--- src/rtl/ioctl_rom_router.sv ---
`default_nettype none
// ============================================================================
//  Module   : ioctl_rom_router
//  Purpose  : Routes the HPS ioctl 16-bit download stream into NUM_REGIONS
//             equal-size ROM regions through a small write FIFO with a
//             req/ack memory port, latches DIP switch bytes, drives
//             ioctl_wait back-pressure and sequences rom_init / rom_done.
//  Revision : 1.0  initial release
// ----------------------------------------------------------------------------
//  Ports
//    clk_sys, reset          system clock, asynchronous active-high reset
//    ioctl_download/index/   HPS download stream (write strobe, byte
//    wr/addr/dout            address, 16-bit data)
//    ioctl_wait              back-pressure to HPS (occupancy >= DEPTH-2)
//    mem_req/region/addr/    memory write port; outputs held until
//    data, mem_ack           mem_ack is sampled with mem_req high
//    dip_out                 captured DIP bytes, byte k at [8k+7:8k]
//    rom_init, rom_done      load-in-progress / all words committed
//    err_flags               sticky: [0] FIFO overflow, [1] addr out of range
//    checksum                additive checksum of accepted words
//  Option macro
//    IOCTL_ROM_ROUTER_CHECKSUM_EN : builds the checksum accumulator; when
//    undefined, checksum is tied to zero.
// ============================================================================
module ioctl_rom_router #(
    parameter logic [7:0]           ROM_INDEX   = 8'd0,
    parameter logic [7:0]           DIP_INDEX   = 8'd254,
    parameter int                   NUM_REGIONS = 4,
    parameter int                   REGION_AW   = 16,
    parameter int                   FIFO_DEPTH  = 8,
    parameter int                   NUM_DIP     = 8,
    parameter logic [8*NUM_DIP-1:0] DIP_RESET   = {(8*NUM_DIP){1'b1}}
) (
    input  logic                                                   clk_sys,
    input  logic                                                   reset,
    input  logic                                                   ioctl_download,
    input  logic [7:0]                                             ioctl_index,
    input  logic                                                   ioctl_wr,
    input  logic [26:0]                                            ioctl_addr,
    input  logic [15:0]                                            ioctl_dout,
    output logic                                                   ioctl_wait,
    output logic                                                   mem_req,
    output logic [((NUM_REGIONS > 1) ? $clog2(NUM_REGIONS) : 1)-1:0] mem_region,
    output logic [REGION_AW-1:0]                                   mem_addr,
    output logic [15:0]                                            mem_data,
    input  logic                                                   mem_ack,
    output logic [8*NUM_DIP-1:0]                                   dip_out,
    output logic                                                   rom_init,
    output logic                                                   rom_done,
    output logic [1:0]                                             err_flags,
    output logic [15:0]                                            checksum
);

    localparam int RSEL_W = (NUM_REGIONS > 1) ? $clog2(NUM_REGIONS) : 1;
    localparam int PTR_W  = $clog2(FIFO_DEPTH);
    localparam int CNT_W  = PTR_W + 1;
    localparam int ENT_W  = RSEL_W + REGION_AW + 16;

    // First word address past the last region.
    localparam logic [26:0] WORD_LIMIT = 27'(NUM_REGIONS) << REGION_AW;

    typedef enum logic [1:0] {
        ST_IDLE  = 2'd0,
        ST_LOAD  = 2'd1,
        ST_DRAIN = 2'd2,
        ST_DONE  = 2'd3
    } state_t;

    state_t                 state_q, state_d;
    logic [ENT_W-1:0]       fifo_mem_q [FIFO_DEPTH];
    logic [ENT_W-1:0]       fifo_mem_d [FIFO_DEPTH];
    logic [PTR_W-1:0]       wr_ptr_q, wr_ptr_d;
    logic [PTR_W-1:0]       rd_ptr_q, rd_ptr_d;
    logic [CNT_W-1:0]       count_q, count_d;
    logic                   mem_req_q, mem_req_d;
    logic [RSEL_W-1:0]      mem_region_q, mem_region_d;
    logic [REGION_AW-1:0]   mem_addr_q, mem_addr_d;
    logic [15:0]            mem_data_q, mem_data_d;
    logic [1:0]             err_q, err_d;
    logic [8*NUM_DIP-1:0]   dip_q, dip_d;

    logic [25:0]            w_word;
    logic                   w_in_range;
    logic                   w_rom_wr;
    logic                   w_push_req;
    logic                   w_full;
    logic                   w_pop;
    logic                   w_push;
    logic                   w_overflow;
    logic                   w_oor;
    logic                   w_load_entry;

    // ------------------------------------------------------------------
    // Write decode
    // ------------------------------------------------------------------
    assign w_word       = ioctl_addr[26:1];
    assign w_in_range   = ({1'b0, w_word} < WORD_LIMIT);
    assign w_rom_wr     = (state_q == ST_LOAD) && ioctl_wr && (ioctl_index == ROM_INDEX);
    assign w_push_req   = w_rom_wr && w_in_range;
    assign w_oor        = w_rom_wr && !w_in_range;
    assign w_full       = (count_q == CNT_W'(FIFO_DEPTH));
    assign w_pop        = mem_req_q && mem_ack;
    // A pop in the same cycle frees the slot, so a push into a full FIFO
    // is still accepted then.
    assign w_push       = w_push_req && (!w_full || w_pop);
    assign w_overflow   = w_push_req && w_full && !w_pop;
    assign w_load_entry = ((state_q == ST_IDLE) || (state_q == ST_DONE)) &&
                          ioctl_download && (ioctl_index == ROM_INDEX);

    // ------------------------------------------------------------------
    // FSM
    // ------------------------------------------------------------------
    always_comb begin
        state_d = state_q;
        case (state_q)
            ST_IDLE:  if (w_load_entry) state_d = ST_LOAD;
            ST_LOAD:  if (!ioctl_download) state_d = ST_DRAIN;
            ST_DRAIN: if ((count_q == '0) && !mem_req_q) state_d = ST_DONE;
            ST_DONE:  if (w_load_entry) state_d = ST_LOAD;
            default:  state_d = ST_IDLE;
        endcase
    end

    // ------------------------------------------------------------------
    // FIFO. The entry presented on the memory port stays counted until
    // it is acknowledged, so occupancy covers everything not yet written.
    // ------------------------------------------------------------------
    always_comb begin
        fifo_mem_d = fifo_mem_q;
        wr_ptr_d   = wr_ptr_q;
        rd_ptr_d   = rd_ptr_q;
        count_d    = count_q;
        if (w_push) begin
            fifo_mem_d[wr_ptr_q] = {w_word[REGION_AW +: RSEL_W],
                                    w_word[REGION_AW-1:0],
                                    ioctl_dout};
            wr_ptr_d = wr_ptr_q + 1'b1;
        end
        if (w_pop) begin
            rd_ptr_d = rd_ptr_q + 1'b1;
        end
        if (w_push && !w_pop) begin
            count_d = count_q + 1'b1;
        end else if (!w_push && w_pop) begin
            count_d = count_q - 1'b1;
        end
    end

    // ------------------------------------------------------------------
    // Memory port: load the head entry when idle, hold until acknowledged.
    // The cycle after a pop always has mem_req low, giving 1 word / 2 cycles.
    // ------------------------------------------------------------------
    always_comb begin
        mem_req_d    = mem_req_q;
        mem_region_d = mem_region_q;
        mem_addr_d   = mem_addr_q;
        mem_data_d   = mem_data_q;
        if (w_pop) begin
            mem_req_d = 1'b0;
        end else if (!mem_req_q && (count_q != '0)) begin
            mem_req_d = 1'b1;
            {mem_region_d, mem_addr_d, mem_data_d} = fifo_mem_q[rd_ptr_q];
        end
    end

    // ------------------------------------------------------------------
    // Sticky error flags, cleared on every entry into LOAD
    // ------------------------------------------------------------------
    always_comb begin
        err_d = err_q;
        if (w_load_entry) begin
            err_d = 2'b00;
        end else begin
            if (w_overflow) err_d[0] = 1'b1;
            if (w_oor)      err_d[1] = 1'b1;
        end
    end

    // ------------------------------------------------------------------
    // DIP capture, independent of FSM state
    // ------------------------------------------------------------------
    always_comb begin
        dip_d = dip_q;
        if (ioctl_wr && (ioctl_index == DIP_INDEX)) begin
            for (int k = 0; k < NUM_DIP; k++) begin
                if (ioctl_addr == 27'(k)) begin
                    dip_d[8*k +: 8] = ioctl_dout[7:0];
                end
            end
        end
    end

    // ------------------------------------------------------------------
    // Registers
    // ------------------------------------------------------------------
    always_ff @(posedge clk_sys or posedge reset) begin
        if (reset) begin
            state_q      <= ST_IDLE;
            wr_ptr_q     <= '0;
            rd_ptr_q     <= '0;
            count_q      <= '0;
            mem_req_q    <= 1'b0;
            mem_region_q <= '0;
            mem_addr_q   <= '0;
            mem_data_q   <= '0;
            err_q        <= 2'b00;
            dip_q        <= DIP_RESET;
        end else begin
            state_q      <= state_d;
            wr_ptr_q     <= wr_ptr_d;
            rd_ptr_q     <= rd_ptr_d;
            count_q      <= count_d;
            mem_req_q    <= mem_req_d;
            mem_region_q <= mem_region_d;
            mem_addr_q   <= mem_addr_d;
            mem_data_q   <= mem_data_d;
            err_q        <= err_d;
            dip_q        <= dip_d;
        end
    end

    // Storage needs no reset: pointers and count define validity.
    always_ff @(posedge clk_sys) begin
        fifo_mem_q <= fifo_mem_d;
    end

    // ------------------------------------------------------------------
    // Optional checksum of accepted words
    // ------------------------------------------------------------------
`ifdef IOCTL_ROM_ROUTER_CHECKSUM_EN
    logic [15:0] checksum_q, checksum_d;

    always_comb begin
        checksum_d = checksum_q;
        if (w_load_entry) begin
            checksum_d = 16'h0000;
        end else if (w_push) begin
            checksum_d = checksum_q + ioctl_dout;
        end
    end

    always_ff @(posedge clk_sys or posedge reset) begin
        if (reset) begin
            checksum_q <= 16'h0000;
        end else begin
            checksum_q <= checksum_d;
        end
    end

    assign checksum = checksum_q;
`else
    assign checksum = 16'h0000;
`endif

    // ------------------------------------------------------------------
    // Outputs
    // ------------------------------------------------------------------
    assign ioctl_wait = (count_q >= CNT_W'(FIFO_DEPTH - 2));
    assign mem_req    = mem_req_q;
    assign mem_region = mem_region_q;
    assign mem_addr   = mem_addr_q;
    assign mem_data   = mem_data_q;
    assign dip_out    = dip_q;
    assign rom_init   = (state_q == ST_LOAD) || (state_q == ST_DRAIN);
    assign rom_done   = (state_q == ST_DONE);
    assign err_flags  = err_q;

endmodule
`default_nettype wire

--- config.mk ---
export PLATFORM = sky130hd
export DESIGN_NAME = ioctl_rom_router
export DESIGN_NICKNAME = d
export VERILOG_FILES = /design/src/rtl/ioctl_rom_router.sv
export SDC_FILE = /design/constraint.sdc
export NUM_CORES = 1
export LEC_CHECK = 0
export BUFFER_PORTS_ARGS = -buffer_cell sky130_fd_sc_hd__buf_4
export CAP_MARGIN = 30
export CORE_MARGIN = 8
export CORE_UTILIZATION = 30
export DETAILED_ROUTE_END_ITERATION = 6
export PLACE_DENSITY = 0.45
export SYNTH_ARGS = -nofsm -noshare
export SYNTH_HDL_FRONTEND = slang
export SYNTH_SLANG_ARGS = --single-unit
--- constraint.sdc ---
create_clock -name clk_sys -period 10.95 [get_ports clk_sys]
set_clock_uncertainty 0.1 [all_clocks]
set_input_delay 0.5475 -clock clk_sys [delete_from_list [all_inputs] [get_ports clk_sys]]
set_output_delay 0.5475 -clock clk_sys [all_outputs]
set_load 0.1 [all_outputs]
==> flow_metrics.env <==
export IMPL_worstSkewPairLatency_ps=570
export IMPL_worstHoldPathCells=2
export IMPL_reg2reg_slack_ps=7970
export IMPL_crit_type="register to register"
export IMPL_gp_congestion=0.683
export IMPL_numCtsBuffers=45
export IMPL_tightest_slew_ps=977
export IMPL_startpoint_type="register"
export IMPL_required_ps=11250
export IMPL_r2r_start="rd_ptr_q[0]"
export IMPL_grt_antenna_before_repair=1
export IMPL_slew_violations=0
export IMPL_whs_ps=119
export IMPL_seq_area_mm2=0.0111
export IMPL_core_area_mm2=0.0497
export IMPL_status="complete, no violations"
export IMPL_peakVddDrop_mv=0.113
export IMPL_place_hpwl_um=22400
export IMPL_grt_pass1_vias=8107
export IMPL_r2r_cells=4
export IMPL_route_detailed_drc=0
export IMPL_routedWlPerCell_um=21.8
export IMPL_rsz0062_at_grt="false"
export IMPL_place_area_mm2=0.0170
export IMPL_antenna_left=0
export IMPL_multi_input_area_mm2=0.00375
export IMPL_leakagePower_nw=6.71
export IMPL_path_clk_slew_ps=60
export IMPL_grt_pass1_wl_um=54100
export IMPL_syn_inst=764
export IMPL_final_core_util_pct=37.3
export IMPL_ys_seq_elements=385
export IMPL_grt_use_total_pct=12.6
export IMPL_hp_class="input pin to register"
export IMPL_hold_path_startpoint="mem_ack"
export IMPL_nFillCells=4705
export IMPL_synth_cell_type_count=39
export IMPL_synth_top_cell_area_share_pct=54.6
export IMPL_port_buffers=159
export IMPL_root_buffer="clkbuf_16"
export IMPL_nets=1024
export IMPL_fp_dieW_um=239
export IMPL_postSynth_asyncResetShare_pct=29.4
export IMPL_area_growth_pct=23.6
export IMPL_r2r_end="mem_data[8]"
export IMPL_final_area_mm2=0.0185
export IMPL_max_freq_mhz=335
export IMPL_ys_seq_area_share_pct=74.0
export IMPL_clock_sinks=385
export IMPL_htreeDepth=2
export IMPL_layout_setup_ws_ps=7970
export IMPL_synth_area_leader_cell="edfxtp_1"
export IMPL_cts_tree="yes"
export IMPL_cap_violations=0
export IMPL_ys_flop_type="edfxtp_1"
export IMPL_dieArea_mm2=0.0573
export IMPL_dr_pass1_iters=4
export IMPL_yosys_top_cells_area="edfxtp_1 (55%), dfstp_2 (11%), mux4_2 (10%), dfrtp_1 (8.2%), mux2_2 (4.7%)"
export IMPL_period_needed_ps=2980
export IMPL_io_pins=176
export IMPL_crit_arrival_ps=3280
export IMPL_syn_area_mm2=0.0150
export IMPL_setup_viol=0
export IMPL_viasPerCell=4.50
export IMPL_yosys_warnings=0
export IMPL_fin_tns_setup_ps=0
export IMPL_via_count=7514
export IMPL_finalHoldViolCount=0
export IMPL_dp_slack_ps=7410
export IMPL_power_density_mw_per_mm2=248
export IMPL_syn_avg_cell_area_um2=19.6
export IMPL_worst_path_max_fanout=39
export IMPL_clockBufferDepth=3
export IMPL_holdPathEnd="mem_req"
export IMPL_drive_gt1_share_pct=46.3
export IMPL_row_count=82
export IMPL_first_iter_violations=332
export IMPL_endpoint_kind="register"
export IMPL_max_slew_margin_pct=34.4
export IMPL_initial_core_util_pct=30.1
export IMPL_synth_edf_count=272
export IMPL_grt_overflow_total=0
export IMPL_die_height_um=239
export IMPL_period_share_pct=27.2
export IMPL_grt_max_degree=69
export IMPL_routed_wirelength_um=36300
[area by class of cell]
cell class                 instances  share of cell area [%]
tap                              672                    4.54
clock buffer                      67                    6.94
multi-input combinational        341                    20.2
inverter                           9                   0.196
clock inverter                    17                   0.852
antenna                            1                  0.0135
sequential                       385                    59.9
timing repair buffer             177                    7.30
[through the flow]
step                      power, mW  std cells
after global routing           4.81       1668
after global placement         3.20       1581
after floorplan                2.84        779
after detailed placement       3.20       1582
final                          4.59       1669
after CTS                      4.68       1667
[report_power, final]
part	internal (mW)	leakage, nW	total (mW)	switching [mW]
registers	1.65	3.65	1.76	0.118
logic	0.450	2.36	1.37	0.916
clock network	0.862	0.707	1.45	0.593
total	2.96	6.71	4.59	1.63
[cells in the final DEF, fill, tap and decap left out, types with 6 or more instances in the layout]
cell and count:
edfxtp_1 272, clkbuf_16 46, inv_1 8, conb_1 16
clkinv_1 6, dfrtp_1 46, clkinv_2 6, xnor2_1 7
mux2_2 62, clkbuf_1 15, a21oi_1 36, ha_1 8
nor2_1 38, nand3_2 8, nor2_4 7, buf_4 175
dfstp_2 64, mux2i_1 37, mux4_2 68
[kinds of logic (layout without fill, tap and decap cells)]
kind of cell	Yosys count	in the layout	share of synthesized area [%]
other cells	1	17	0.0251
compound gates	45	45	1.59
simple gates	92	92	3.66
fa+ha+maj	9	9	0.803
mux	172	172	17.7
xor+xnor	7	7	0.410
buf+inv	53	270	1.77
flops	385	385	74.0
[Yosys cell counts, types with 2 or more instances]
cell      count
ha_1          8
edfxtp_1    272
nor4_2        5
mux2i_1      37
nor4_1        3
dfstp_2      64
buf_4        16
nand2b_1      4
nand4b_1      3
nor3_1        3
nand2_1       4
mux4_2       68
mux2_2       62
mux2_1        5
or4_1         5
nand3_1       3
inv_1         9
a21o_1        2
xnor2_1       7
nand4_1       3
nor2_1       45
dfrtp_1      49
a21oi_1      36
clkbuf_1     17
o21ai_0       4
buf_1         6
buf_2         5
nand3_2       8
[worst max-delay path by stage]
stage / from / endpoint / depth (start not counted)
finish: rd_ptr_q[0] / mem_data[8] / 4
global route: rd_ptr_q[0] / mem_data[8] / 4
CTS: rd_ptr_q[0] / mem_addr[11] / 4
detailed placement: ioctl_addr[26] / fifo_mem_q[140] / 6
global placement: ioctl_addr[21] / fifo_mem_q[138] / 6
floorplan: mem_req / fifo_mem_q[238] / 4
[flip-flops by register name, summed over array words and instances, names as in the netlist]
register and flops:
dip_out 64, mem_region 2, rd_ptr_q 3, err_flags 2
mem_data 16, state_q 2, fifo_mem_q 272, wr_ptr_q 3
mem_addr 16, mem_req 1, count_q 4
[worst max-delay path: stages (launching register included)]
cell     delay [ps]
dfrtp_4         890
buf_4           780
mux4_2          620
mux2i_1         290
a21oi_1         110
[per-layer routing]
metal | GRT usage (%) | wire length (um)
met1 | 16.0 | 15600
met2 | 21.0 | 18000
met4 | 3.88 | 680
met5 | 0 | 10
met3 | 3.51 | 2090
[repair_timing]
action	CTS	global route
buffers inserted	0	0
hold buffers	1	0
resized for setup	0	0
endpoints found under the hold margin	30	0
Note: power is estimated with default switching activity, not from simulation.
